File: config.mk
export PLATFORM = sky130hd
export DESIGN_NAME = decode_round_driver
export DESIGN_NICKNAME = d
export VERILOG_FILES = /design/src/rtl/decode_round_driver_pkg.sv /design/src/rtl/decode_round_driver_timer.sv /design/src/rtl/decode_round_driver.sv
export SDC_FILE = /design/constraint.sdc
export NUM_CORES = 1
export LEC_CHECK = 0
export BUFFER_PORTS_ARGS = -buffer_cell sky130_fd_sc_hd__buf_4
export CORE_UTILIZATION = 54
export DETAILED_ROUTE_END_ITERATION = 16
export PLACE_DENSITY = 0.85
export SYNTH_ARGS = -nofsm -noshare
export SYNTH_HDL_FRONTEND = slang
export SYNTH_HIERARCHICAL = 1
export SYNTH_SLANG_ARGS = --single-unit
File: constraint.sdc
create_clock -name clk -period 6.3 [get_ports clk]
set_clock_uncertainty 0.1 [all_clocks]
set_input_delay 0.945 -clock clk [delete_from_list [all_inputs] [get_ports clk]]
set_output_delay 0.945 -clock clk [all_outputs]
set_load 0.1 [all_outputs]
File: src/rtl/decode_round_driver_pkg.sv
// Shared parameters for the decode round driver: controller stage
// encoding and the driver state encoding.
package decode_round_driver_pkg;

  localparam int STAGE_WIDTH = 3;

  localparam logic [STAGE_WIDTH-1:0] STAGE_IDLE         = 3'd0;
  localparam logic [STAGE_WIDTH-1:0] STAGE_MEASUREMENT  = 3'd1;
  localparam logic [STAGE_WIDTH-1:0] STAGE_GROW         = 3'd2;
  localparam logic [STAGE_WIDTH-1:0] STAGE_MERGE        = 3'd3;
  localparam logic [STAGE_WIDTH-1:0] STAGE_PEELING      = 3'd4;
  localparam logic [STAGE_WIDTH-1:0] STAGE_RESULT_VALID = 3'd5;

  typedef enum logic [2:0] {
    S_IDLE,
    S_LAUNCH,
    S_WAIT_ACK,
    S_WAIT_RESULT,
    S_REPORT
  } drv_state_e;

endpackage

File: src/rtl/decode_round_driver_timer.sv
// round_timeout_timer: clear/enable counter that flags the last cycle
// of a CYCLES-long window. Ports: clk, reset_n, clear_i, enable_i, expire_o.
module round_timeout_timer #(
  parameter int CYCLES = 4096
) (
  input  logic clk,
  input  logic reset_n,
  input  logic clear_i,
  input  logic enable_i,
  output logic expire_o
);

  localparam int W = $clog2(CYCLES) + 1;
  localparam logic [W-1:0] ONE = {{(W-1){1'b0}}, 1'b1};

  logic [W-1:0] cnt_q;

  always_ff @(posedge clk or negedge reset_n) begin
    if (!reset_n) begin
      cnt_q <= '0;
    end else if (clear_i) begin
      cnt_q <= '0;
    end else if (enable_i) begin
      cnt_q <= cnt_q + ONE;
    end
  end

  assign expire_o = (cnt_q == W'(CYCLES - 1));

endmodule

File: src/rtl/decode_round_driver.sv
// Decode round driver: launches controller rounds, waits for the result
// or a timeout, and holds a report until the host takes it.
// Ports: start_valid/start_ready request, new_round_start launch pulse,
// global_stage/result_valid/iteration_counter/cycle_counter from the
// controller, report_* handshake and payload, stat_* counters.
// Optional: DRIVER_STATS_EN enables the stat_* counters (else tied to 0).
module decode_round_driver
  import decode_round_driver_pkg::*;
#(
  parameter int ITERATION_COUNTER_WIDTH = 8,
  parameter int ROUND_ID_WIDTH          = 16,
  parameter int TIMEOUT_CYCLES          = 4096
) (
  input  logic                               clk,
  input  logic                               reset_n,
  input  logic                               start_valid,
  output logic                               start_ready,
  output logic                               new_round_start,
  input  logic [STAGE_WIDTH-1:0]             global_stage,
  input  logic                               result_valid,
  input  logic [ITERATION_COUNTER_WIDTH-1:0] iteration_counter,
  input  logic [31:0]                        cycle_counter,
  output logic                               report_valid,
  input  logic                               report_ready,
  output logic [ROUND_ID_WIDTH-1:0]          report_round_id,
  output logic [ITERATION_COUNTER_WIDTH-1:0] report_iterations,
  output logic [31:0]                        report_cycles,
  output logic                               report_timeout,
  output logic [31:0]                        stat_rounds,
  output logic [15:0]                        stat_timeouts,
  output logic [ITERATION_COUNTER_WIDTH-1:0] stat_max_iterations
);

  localparam logic [ROUND_ID_WIDTH-1:0] ID_ONE =
    {{(ROUND_ID_WIDTH-1){1'b0}}, 1'b1};

  drv_state_e                         state_q;
  logic                               start_ready_q;
  logic                               new_round_start_q;
  logic                               report_valid_q;
  logic                               report_timeout_q;
  logic [ROUND_ID_WIDTH-1:0]          report_round_id_q;
  logic [ITERATION_COUNTER_WIDTH-1:0] report_iterations_q;
  logic [31:0]                        report_cycles_q;
  logic [ROUND_ID_WIDTH-1:0]          round_id_q;
  logic [ROUND_ID_WIDTH-1:0]          cur_id_q;

  logic stage_idle;
  logic accept;
  logic handshake;
  logic waiting;
  logic done;
  logic expire;

  assign stage_idle = (global_stage == STAGE_IDLE);
  assign accept     = start_valid & start_ready_q;
  assign handshake  = report_valid_q & report_ready;
  assign waiting    = (state_q == S_WAIT_ACK) |
                      (state_q == S_WAIT_RESULT);
  assign done       = (state_q == S_WAIT_RESULT) &
                      result_valid & stage_idle;

  round_timeout_timer #(
    .CYCLES (TIMEOUT_CYCLES)
  ) u_timer (
    .clk      (clk),
    .reset_n  (reset_n),
    .clear_i  (state_q == S_LAUNCH),
    .enable_i (waiting),
    .expire_o (expire)
  );

  always_ff @(posedge clk or negedge reset_n) begin
    if (!reset_n) begin
      state_q             <= S_IDLE;
      start_ready_q       <= 1'b0;
      new_round_start_q   <= 1'b0;
      report_valid_q      <= 1'b0;
      report_timeout_q    <= 1'b0;
      report_round_id_q   <= '0;
      report_iterations_q <= '0;
      report_cycles_q     <= '0;
      round_id_q          <= '0;
      cur_id_q            <= '0;
    end else begin
      new_round_start_q <= 1'b0;
      // Ready next cycle iff we will sit in IDLE then; this also keeps it
      // low during the handshake cycle and until a stuck controller idles.
      start_ready_q <= stage_idle &
                       (((state_q == S_IDLE) & ~accept) | handshake);
      unique case (state_q)
        S_IDLE: begin
          if (accept) begin
            state_q           <= S_LAUNCH;
            new_round_start_q <= 1'b1;
            cur_id_q          <= round_id_q;
            round_id_q        <= round_id_q + ID_ONE;
          end
        end
        S_LAUNCH: begin
          state_q <= S_WAIT_ACK;
        end
        S_WAIT_ACK: begin
          // result_valid may still be stale here, so it is not looked at.
          if (expire) begin
            state_q             <= S_REPORT;
            report_valid_q      <= 1'b1;
            report_timeout_q    <= 1'b1;
            report_round_id_q   <= cur_id_q;
            report_iterations_q <= iteration_counter;
            report_cycles_q     <= cycle_counter;
          end else if (!stage_idle) begin
            state_q <= S_WAIT_RESULT;
          end
        end
        S_WAIT_RESULT: begin
          if (done || expire) begin
            state_q             <= S_REPORT;
            report_valid_q      <= 1'b1;
            report_timeout_q    <= ~done;
            report_round_id_q   <= cur_id_q;
            report_iterations_q <= iteration_counter;
            report_cycles_q     <= cycle_counter;
          end
        end
        S_REPORT: begin
          if (report_ready) begin
            state_q        <= S_IDLE;
            report_valid_q <= 1'b0;
          end
        end
        default: begin
          state_q <= S_IDLE;
        end
      endcase
    end
  end

  assign start_ready       = start_ready_q;
  assign new_round_start   = new_round_start_q;
  assign report_valid      = report_valid_q;
  assign report_timeout    = report_timeout_q;
  assign report_round_id   = report_round_id_q;
  assign report_iterations = report_iterations_q;
  assign report_cycles     = report_cycles_q;

`ifdef DRIVER_STATS_EN
  logic [31:0]                        stat_rounds_q;
  logic [15:0]                        stat_timeouts_q;
  logic [ITERATION_COUNTER_WIDTH-1:0] stat_max_q;

  always_ff @(posedge clk or negedge reset_n) begin
    if (!reset_n) begin
      stat_rounds_q   <= '0;
      stat_timeouts_q <= '0;
      stat_max_q      <= '0;
    end else if (handshake) begin
      if (report_timeout_q) begin
        if (stat_timeouts_q != '1) begin
          stat_timeouts_q <= stat_timeouts_q + 16'd1;
        end
      end else begin
        if (stat_rounds_q != '1) begin
          stat_rounds_q <= stat_rounds_q + 32'd1;
        end
        if (report_iterations_q > stat_max_q) begin
          stat_max_q <= report_iterations_q;
        end
      end
    end
  end

  assign stat_rounds         = stat_rounds_q;
  assign stat_timeouts       = stat_timeouts_q;
  assign stat_max_iterations = stat_max_q;
`else
  assign stat_rounds         = '0;
  assign stat_timeouts       = '0;
  assign stat_max_iterations = '0;
`endif

endmodule

**After elaboration in Yosys (flattened, before gate mapping)**

Cells that the tools add are included.

- Flip-flop bits (word level): 108
- Word-level logic and storage cells: 68

- Add/subtract/negate cells: 2
- Equality and inequality tests: 10
- Multiplexer cells: 25
- Bitwise gates (word level): 10
- Reductions and logical operators: 10

Operators with widths:

| cell | number |
|---|---|
| 32-bit two-way mux | 2 |
| 32-bit one-hot mux with 2 select lines | 1 |
| 16-bit two-way mux | 2 |
| 16-bit one-hot mux with 2 select lines | 1 |
| 13-bit two-way mux | 2 |
| 16-bit by 1-bit adder with 16-bit output (second input constant) | 1 |
| 8-bit two-way mux | 2 |
| 8-bit one-hot mux with 2 select lines | 1 |
| 3-bit two-way mux | 5 |
| 3-bit one-hot mux with 5 select lines | 1 |
| 13-bit by 1-bit adder with 13-bit output (second input constant) | 1 |
| 13-bit by 12-bit equality test with 1-bit output (second input constant) | 1 |
| 4-bit AND reduction | 2 |
| 1-bit AND | 6 |
| 3-bit by 2-bit equality test with 1-bit output (second input constant) | 2 |
| 3-bit zero test | 2 |
| 1-bit two-way mux | 6 |
| 2-bit != test (second input constant) | 3 |
| 2-bit nonzero test | 2 |
| 3-bit by 1-bit equality test with 1-bit output (second input constant) | 1 |
| 3-bit equality test (second input constant) | 1 |
| 3-bit != test (second input constant) | 1 |
| 1-bit one-hot mux with 3 select lines | 1 |
| 3-bit AND reduction | 1 |
| other kinds (7) | 9 |

**Depth between registers and ports, before layout**

Gate-level depths: netlist (run 1).

- Word-level depth: 6
- Mapped depth: 8
- Gate-level depth less buffers: 6

**Hierarchy**

The synthesis (run 1) kept the hierarchy.

Modules (own cells, without submodules):

| module | instances | cells an instance | area an instance (um2) |
|---|---|---|---|
| decode_round_driver | 1 | 335 | 4235.3 |
| round_timeout_timer | 1 | 66 | 676.9 |

**Least setup slack after synthesis (run 1)**

Ideal clock, no wire load.

- Kind: input -> register
- Start: input global_stage[1]
- End: register report_cycles_q[0] (netlist: report_cycles[0])
- Arrival: 2.042 ns
- Slack: 4.032 ns
- Stages on the path: 6
- Cell sequence: nor3_4 -> a31oi_2 -> nor2b_4 -> buf_6 -> buf_12 -> mux2_4

- Longest elaborated chain between the ends: 5

Ends and longest elaborated chain:

| item | line | source |
|---|---|---|
| start: declaration | decode_round_driver.sv:19 | `input logic [STAGE_WIDTH-1:0] global_stage,` |
| 3-bit zero test | decode_round_driver.sv:55 | `assign stage_idle = (global_stage == STAGE_IDLE);` |
| 1-bit AND | decode_round_driver.sv:61 | `result_valid & stage_idle;` |
| 1-bit logical OR | decode_round_driver.sv:117 | `if (done \|\| expire) begin` |
| 2-bit by 1-bit != test with 1-bit output (no source line) | -- |  |
| 3-bit AND reduction (no source line) | -- |  |
| end signal: assignment | decode_round_driver.sv:111 | `report_cycles_q <= cycle_counter;` |
| end signal: assignment | decode_round_driver.sv:123 | `report_cycles_q <= cycle_counter;` |
| end: declaration | decode_round_driver.sv:44 | `logic [31:0] report_cycles_q;` |

Every way passes these cells.
A chain may end at the register's enable or synchronous reset.

**Final worst setup path (run 1)**

- Start: register u_timer.cnt_q[0]
- End: register report_iterations_q[5] (netlist: report_iterations[5])

- Longest elaborated chain between the ends: 4
- Elaborated cells on any way between the ends: 5
- Those cells by class: eq/ne (3); reduce/logical (2)

Ends and longest elaborated chain:

| item | line | source |
|---|---|---|
| start: declaration | decode_round_driver_timer.sv:16 | `logic [W-1:0] cnt_q;` |
| start signal: assignment | decode_round_driver_timer.sv:24 | `cnt_q <= cnt_q + ONE;` |
| 13-bit by 12-bit equality test with 1-bit output (*) | decode_round_driver_timer.sv:28 | `assign expire_o = (cnt_q == W'(CYCLES - 1));` |
| via expire | decode_round_driver.sv:53 | `logic expire;` |
| 1-bit logical OR | decode_round_driver.sv:117 |  |
| 2-bit by 1-bit != test with 1-bit output (no source line) | -- |  |
| 3-bit AND reduction (no source line) (*) | -- |  |
| end signal: assignment | decode_round_driver.sv:110 | `report_iterations_q <= iteration_counter;` |
| end signal: assignment | decode_round_driver.sv:122 | `report_iterations_q <= iteration_counter;` |
| end: declaration | decode_round_driver.sv:43 | `logic [ITERATION_COUNTER_WIDTH-1:0] report_iterations_q;` |

Mark *: on every way through the listed nets, which the timed path passes. The rest lies on a longest branch.

==> run metrics, run 1 <==
outcome complete, no violations; Pleak 0.002958 uW; synthesized cell area 0.004912 mm^2; post-synthesis async set-or-reset flop share 1.000; initial antenna violation count 0; hpwl dp 6296 um; Yosys reg bits 108; Slew @ Worst Pin 0.8737 ns; clk buf depth 2; synth top area cells dfrtp_1 55%, buf_4 9.2%, mux2_2 9.2%; vias in the first global route 3035; Seq/Total Area, Yosys 0.5502; Placed Instances 607; Synth Flop Type dfrtp_1; final core utilization 0.6583; post-synth cell types 44; clk slew on worst S/H paths 0.10 ns; P per Cell Area 419.1 mW/mm^2; GPL Wtd Cong 0.7954; CTS Buf Count 9; # diodes 0; final max-slew violation count 0; routed wire length 8924 um; Layout area overhead 17.45%; Yosys top cell area share 0.5502; largest family of logic cells by synthesized area multiplexers; clk_lat worst skew 0.36 ns; total track usage 0.1923; initial core utilization 0.5605; CP Capture Type flip-flop; first-pass GRT wire length 14620 um; final hold vios 0; path type of the worst setup path flip-flop to flip-flop; Pre-Repair DR Iteration Count 4; Hold Buf Count CTS 0; layout cells sized above 1 0.3709; DR vias 3060; Port Buffers 107; worst vdd ir 0.2260 mV; Synth Area in Adders 0.005094; Iter 0 DRT Violations 118; DR WL/cell 14.32 um; YS warnings 6; chip width 97.38 um; num rows 34; Synth area leader dfrtp_1; io pins 164; drt drc 0; fin crit share 0.4235; CTS tree yes; Placeable Area 0.008763 mm^2; endpoints failing setup 0; WP data required 6.45 ns; final period demand of the worst path 2.668 ns; H-tree depth 3; largest net degree at the start of global routing 73; Die H 97.38 um; post-CTS sizing 0; Layout Nets 560; max cap viols 0; Post-Layout Cell Count 623; crit path DAT 2.82 ns; Vias/cell 4.912; Root Driver clkbuf_8; sequential cell area 0.002703 mm^2; simple-gate share of the synthesized area 0.1253; unrepaired setup endpoints after global routing no; Compound-Gate Fraction of Synth Area 0.02420; grt total ovfl 0; Setup TNS 0 ns; clock sinks 108; # Post-CTS Setup Buffers 0; Post-DRT Antenna Nets 0; area of the multi-input gates 0.001878 mm^2; Post-Syn Area per Cell 12.25 um^2; xor and xnor fraction of the mapped netlist area 0.03388; mux contribution to synthesized area 0.1510; EDFF count, synth 0; Slew headroom 0.4175; crit start category flip-flop; Fmax 0.3748 GHz; Hold WC Path Type flip-flop to flip-flop; crit path max fanout 58; die area 0.009482 mm^2; Mapped Cells 401; Fillers 663
## through the flow
stage | total power [uW] | setup slack [ns] | hold slack, ns | area [um^2]
2_1_floorplan | 1806 | 4.032 | 0.3401 | 5119
5_1_grt | 2504 | 3.374 | 0.4049 | 5769
3_5_place_dp | 2003 | 3.359 | 0.3618 | 5560
3_3_place_gp | 1981 | 3.403 | 0.3623 | 5560
4_1_cts | 2437 | 3.642 | 0.3842 | 5769
6_report | 2418 | 3.632 | 0.3829 | 5769
## power breakdown
group	switching, uW	internal [uW]	total, uW	leakage [uW]
logic	894	229	1120	0.00144
registers	67.0	794	861	0.00141
clock network	235	199	434	0.000105
## worst max-delay path, stage by stage (launching register included)
cell	delay [ns]
dfrtp_1	0.42
ha_1	0.22
nand4b_1	0.12
nor3_1	0.34
a31oi_2	0.11
nor2b_4	0.12
buf_4	0.64
mux2_2	0.43
## sequential cells by signal, summed over array words and instances (netlist names)
name	count
u_timer/cnt_q	13
start_ready	1
report_iterations	8
new_round_start	1
report_round_id	16
cur_id_q	16
report_timeout	1
state_q	3
round_id_q	16
report_cycles	32
report_valid	1
## synth_stat cells, types with 2 or more instances
| master | count |
|---|---|
| a22oi_1 | 2 |
| nand3_1 | 8 |
| nand4_1 | 6 |
| nor4_1 | 3 |
| buf_12 | 2 |
| o31ai_1 | 3 |
| nor2b_1 | 4 |
| buf_4 | 60 |
| or3_1 | 2 |
| ha_1 | 2 |
| and4_1 | 2 |
| xor2_1 | 4 |
| a21oi_1 | 7 |
| nand4_2 | 2 |
| o21ai_0 | 2 |
| and3_1 | 4 |
| inv_1 | 5 |
| nand2_1 | 61 |
| xnor2_1 | 15 |
| mux2_4 | 18 |
| buf_2 | 2 |
| mux2_2 | 40 |
| or4_1 | 3 |
| nor2_1 | 14 |
| nor3_1 | 4 |
| dfrtp_1 | 108 |
## routing by layer
metal | up-vias | GRT usage | wire [um]
met5 | - | 0 | 0
met4 | 0 | 0.06448 | 102
met3 | 10 | 0.03381 | 378
met2 | 91 | 0.3324 | 4737
met1 | 1508 | 0.2448 | 3705
li1 | 1451 | - | -
## final timing paths
check                                                   end  slack (ns)  cells past startpoint                          from
min                                 cur_id_q[3]$_DFFE_PN0P_        0.38                      2       cur_id_q[3]$_DFFE_PN0P_
min reg2reg                         cur_id_q[3]$_DFFE_PN0P_        0.38                      2       cur_id_q[3]$_DFFE_PN0P_
max                        report_iterations[5]$_DFFE_PN0P_        3.63                      7  u_timer/cnt_q[0]$_DFFE_PN0P_
max in group asynchronous         new_round_start$_DFF_PN0_        4.43                      2                       reset_n
min in group asynchronous     report_cycles[21]$_DFFE_PN0P_        0.42                      1                       reset_n
max reg2reg                report_iterations[5]$_DFFE_PN0P_        3.63                      7  u_timer/cnt_q[0]$_DFFE_PN0P_
## cell families (layout without fill, tap and decap cells)
kind of cell             after synthesis  after routing
XOR/XNOR                              19             19
other                                  1             56
adder cells (fa/ha/maj)                2              2
multiplexers                          60             60
flip-flops                           108            108
AO/OA/AOI/OAI                         18             18
buffers and inverters                 72            131
AND/OR/NAND/NOR                      121            121
## final cells by class
class                      count  area share
tap                          108     0.02342
clock inverter                 6     0.01236
multi-input combinational    276      0.3255
clock buffer                  10     0.02386
timing repair buffer         110      0.1431
sequential                   108      0.4684
inverter                       5    0.003253
## layout by cell type, fill, tap and decap left out, types with 8 or more instances in the layout
| master | netlist | layout |
|---|---|---|
| mux2_2 | 40 | 40 |
| nand3_1 | 8 | 8 |
| mux2_4 | 18 | 18 |
| dfrtp_1 | 108 | 108 |
| clkbuf_8 | 0 | 10 |
| nand2_1 | 61 | 61 |
| buf_4 | 60 | 110 |
| nor2_1 | 14 | 14 |
| conb_1 | 1 | 56 |
| xnor2_1 | 15 | 15 |
Note: power is estimated with default switching activity, not from simulation.
==> run 2, diff against run 1 <==
--- a/config.mk
+++ b/config.mk
@@ -6,9 +6,9 @@
 export NUM_CORES = 1
 export LEC_CHECK = 0
 export BUFFER_PORTS_ARGS = -buffer_cell sky130_fd_sc_hd__buf_4
-export CORE_UTILIZATION = 54
+export CORE_UTILIZATION = 51
 export DETAILED_ROUTE_END_ITERATION = 16
-export PLACE_DENSITY = 0.85
+export PLACE_DENSITY = 0.81
 export SYNTH_ARGS = -nofsm -noshare
 export SYNTH_HDL_FRONTEND = slang
 export SYNTH_HIERARCHICAL = 1
==> constraint.sdc (replaced) <==
create_clock -name clk -period 2.7 [get_ports clk]
set_clock_uncertainty 0.1 [all_clocks]
set_input_delay 0.405 -clock clk [delete_from_list [all_inputs] [get_ports clk]]
set_output_delay 0.405 -clock clk [all_outputs]
set_load 0.1 [all_outputs]
==> run 2 against run 1 <==
Effect of this change:
- combinational power grew 130%
- worst hold slack lost 0.25 ns
- clock power grew 110%
- sequential share of layout area shrank 0.65 points
- final area grew 1.4%
- via count grew 2.8%
- core utilization shrank 2.8 points
- final cell count grew 4.3%
- setup slack lost 3.1 ns
- register-to-register slack lost 3.1 ns
- critical endpoint is now report_cycles[25]$_DFFE_PN0P_
- largest cell class unchanged
- largest power group unchanged
==> run metrics, run 2 (synthesis results as in run 1) <==
Iter 0 DRT Violations 95 (-19%); Setup TNS 0 ns (unchanged); Slew @ Worst Pin 0.7084 ns (-0.1653 ns); Fillers 730 (+10%); crit path max fanout 33 (-43%); Layout Nets 566 (+1.1%); Pre-Repair DR Iteration Count 4 (unchanged); clk slew on worst S/H paths 0.09 ns (about the same); Vias/cell 4.838 (-1.5%); commonest non-fill, non-tap cell in the layout buf_4; DR vias 3145 (+2.8%); CP startpoint u_timer/cnt_q[0]$_DFFE_PN0P_; CTS Buf Count 9 (unchanged); drt drc 0 (unchanged); grt total ovfl 0 (unchanged); Post-Layout Cell Count 650 (+4.3%); clk buf depth 2 (unchanged); num rows 35 (+2.9%); post-CTS sizing 0 (unchanged); io pins 164 (unchanged); Die H 100.1 um (+2.8%); CP Capture Type flip-flop; Fmax 0.4534 GHz (+21%); DR WL/cell 14.00 um (-2.2%); path type of the worst setup path flip-flop to flip-flop; crit start category flip-flop; most frequent cells in the layout 112 x buf_4, 108 x dfrtp_1, 61 x nand2_1; crit path DAT 2.36 ns (-0.46 ns); vias in the first global route 3055 (+0.66%); Placeable Area 0.009284 mm^2 (+5.9%); max reg flops 32 (unchanged); # Post-CTS Setup Buffers 0 (unchanged); WP data required 2.85 ns (-3.60 ns); final period demand of the worst path 2.206 ns (-0.4626 ns); P per Cell Area 946.2 mW/mm^2 (+130%); Critical R2R Launch u_timer/cnt_q[0]$_DFFE_PN0P_; Slew headroom 0.5277 (+0.1102); final hold vios 0 (unchanged); initial antenna violation count 0 (unchanged); clock sinks 108 (unchanged); # diodes 0 (unchanged); max cap viols 0 (unchanged); largest net degree at the start of global routing 58 (-21%); die area 0.01003 mm^2 (+5.8%); Hold WS 0.1288 ns (-0.2540 ns); Root Driver clkbuf_8; Placed Instances 633 (+4.3%); endpoints failing setup 0 (unchanged); final max-slew violation count 0 (unchanged); hold path start report_ready; clk_lat worst skew 0.37 ns (about the same); first-pass GRT wire length 14740 um (+0.80%); Hold Crit Depth 2 (unchanged); Hold Buf Count CTS 1 (+1); worst vdd ir 0.5370 mV (+140%); Worst Reg-to-Reg Cells 7 (unchanged); outcome complete, no violations; initial core utilization 0.5291 (-0.03143); GPL Wtd Cong 0.7758 (-2.5%); fin crit share 0.8169 (+0.3933); hpwl dp 6542 um (+3.9%); chip width 100.1 um (+2.8%); CTS tree yes; total track usage 0.1890 (-0.003267); layout cells sized above 1 0.3743 (+0.003406); unrepaired setup endpoints after global routing no; Post-DRT Antenna Nets 0 (unchanged); Layout area overhead 19.10%; Pleak 0.002979 uW (+0.73%); Hold WC Path Type input pin to flip-flop; Port Buffers 107 (unchanged); routed wire length 9103 um (+2.0%); H-tree depth 3 (unchanged)
==> run 2: worst paths after layout <==
kind / slack, ns / endpoint
max in group asynchronous: 1.28 / report_iterations[7]$_DFFE_PN0P_
hold reg to reg: 0.38 / round_id_q[15]$_DFFE_PN0P_
hold / removal: 0.13 / state_q[2]$_DFFE_PN0P_
min in group asynchronous: 0.51 / report_round_id[0]$_DFFE_PN0P_
setup / recovery: 0.49 / report_cycles[25]$_DFFE_PN0P_
setup reg to reg: 0.49 / report_cycles[25]$_DFFE_PN0P_
==> run 2: through the flow <==
step / cell area [um^2] / utilization / total power (uW) / setup WS, ns
detailed placement: 5662 / 0.6098 / 4676 / 0.5115
CTS: 5851 / 0.6302 / 5572 / 0.4903
floorplan: 5119 / - / 4213 / 0.7005
global route: 5851 / 0.6302 / 5727 / 0.3728
global placement: 5662 / 0.6098 / 4629 / 0.6039
finish: 5851 / 0.6302 / 5536 / 0.4945
==> run 2: final cells by class <==
type | count | area [um^2] | area share
flip-flops and latches | 108 | 2703 | 0.4619
multi-input cells | 276 | 1878 | 0.3210
repair buffers | 116 | 910.9 | 0.1557
well taps | 129 | 161.4 | 0.02759
clock buffers | 10 | 127.6 | 0.02181
clock inverters | 6 | 51.30 | 0.008768
inverters | 5 | 18.77 | 0.003208
==> run 2: routing by layer <==
layer | track usage | vias up | part of all wire
met1 | 0.2379 | 1565 | 0.41
met5 | 0 | - | 0
met2 | 0.3224 | 100 | 0.53
li1 | - | 1465 | -
met4 | 0.06800 | 0 | 0.016
met3 | 0.04109 | 15 | 0.050
==> run 2: power breakdown <==
group          internal (uW)  leakage (uW)  switching [uW]
Clock                    344     0.0000866             557
Combinational            540       0.00148            2080
Sequential              1850       0.00141             161
Total                   2740       0.00298            2800
==> run 2: critical path, stage by stage, from the launching register on <==
cell,delay [ns]
dfrtp_1,0.41
ha_1,0.22
nand4b_1,0.11
nor3_1,0.35
a31oi_2,0.11
nor2b_4,0.20
buf_12,0.23
mux2_2,0.36
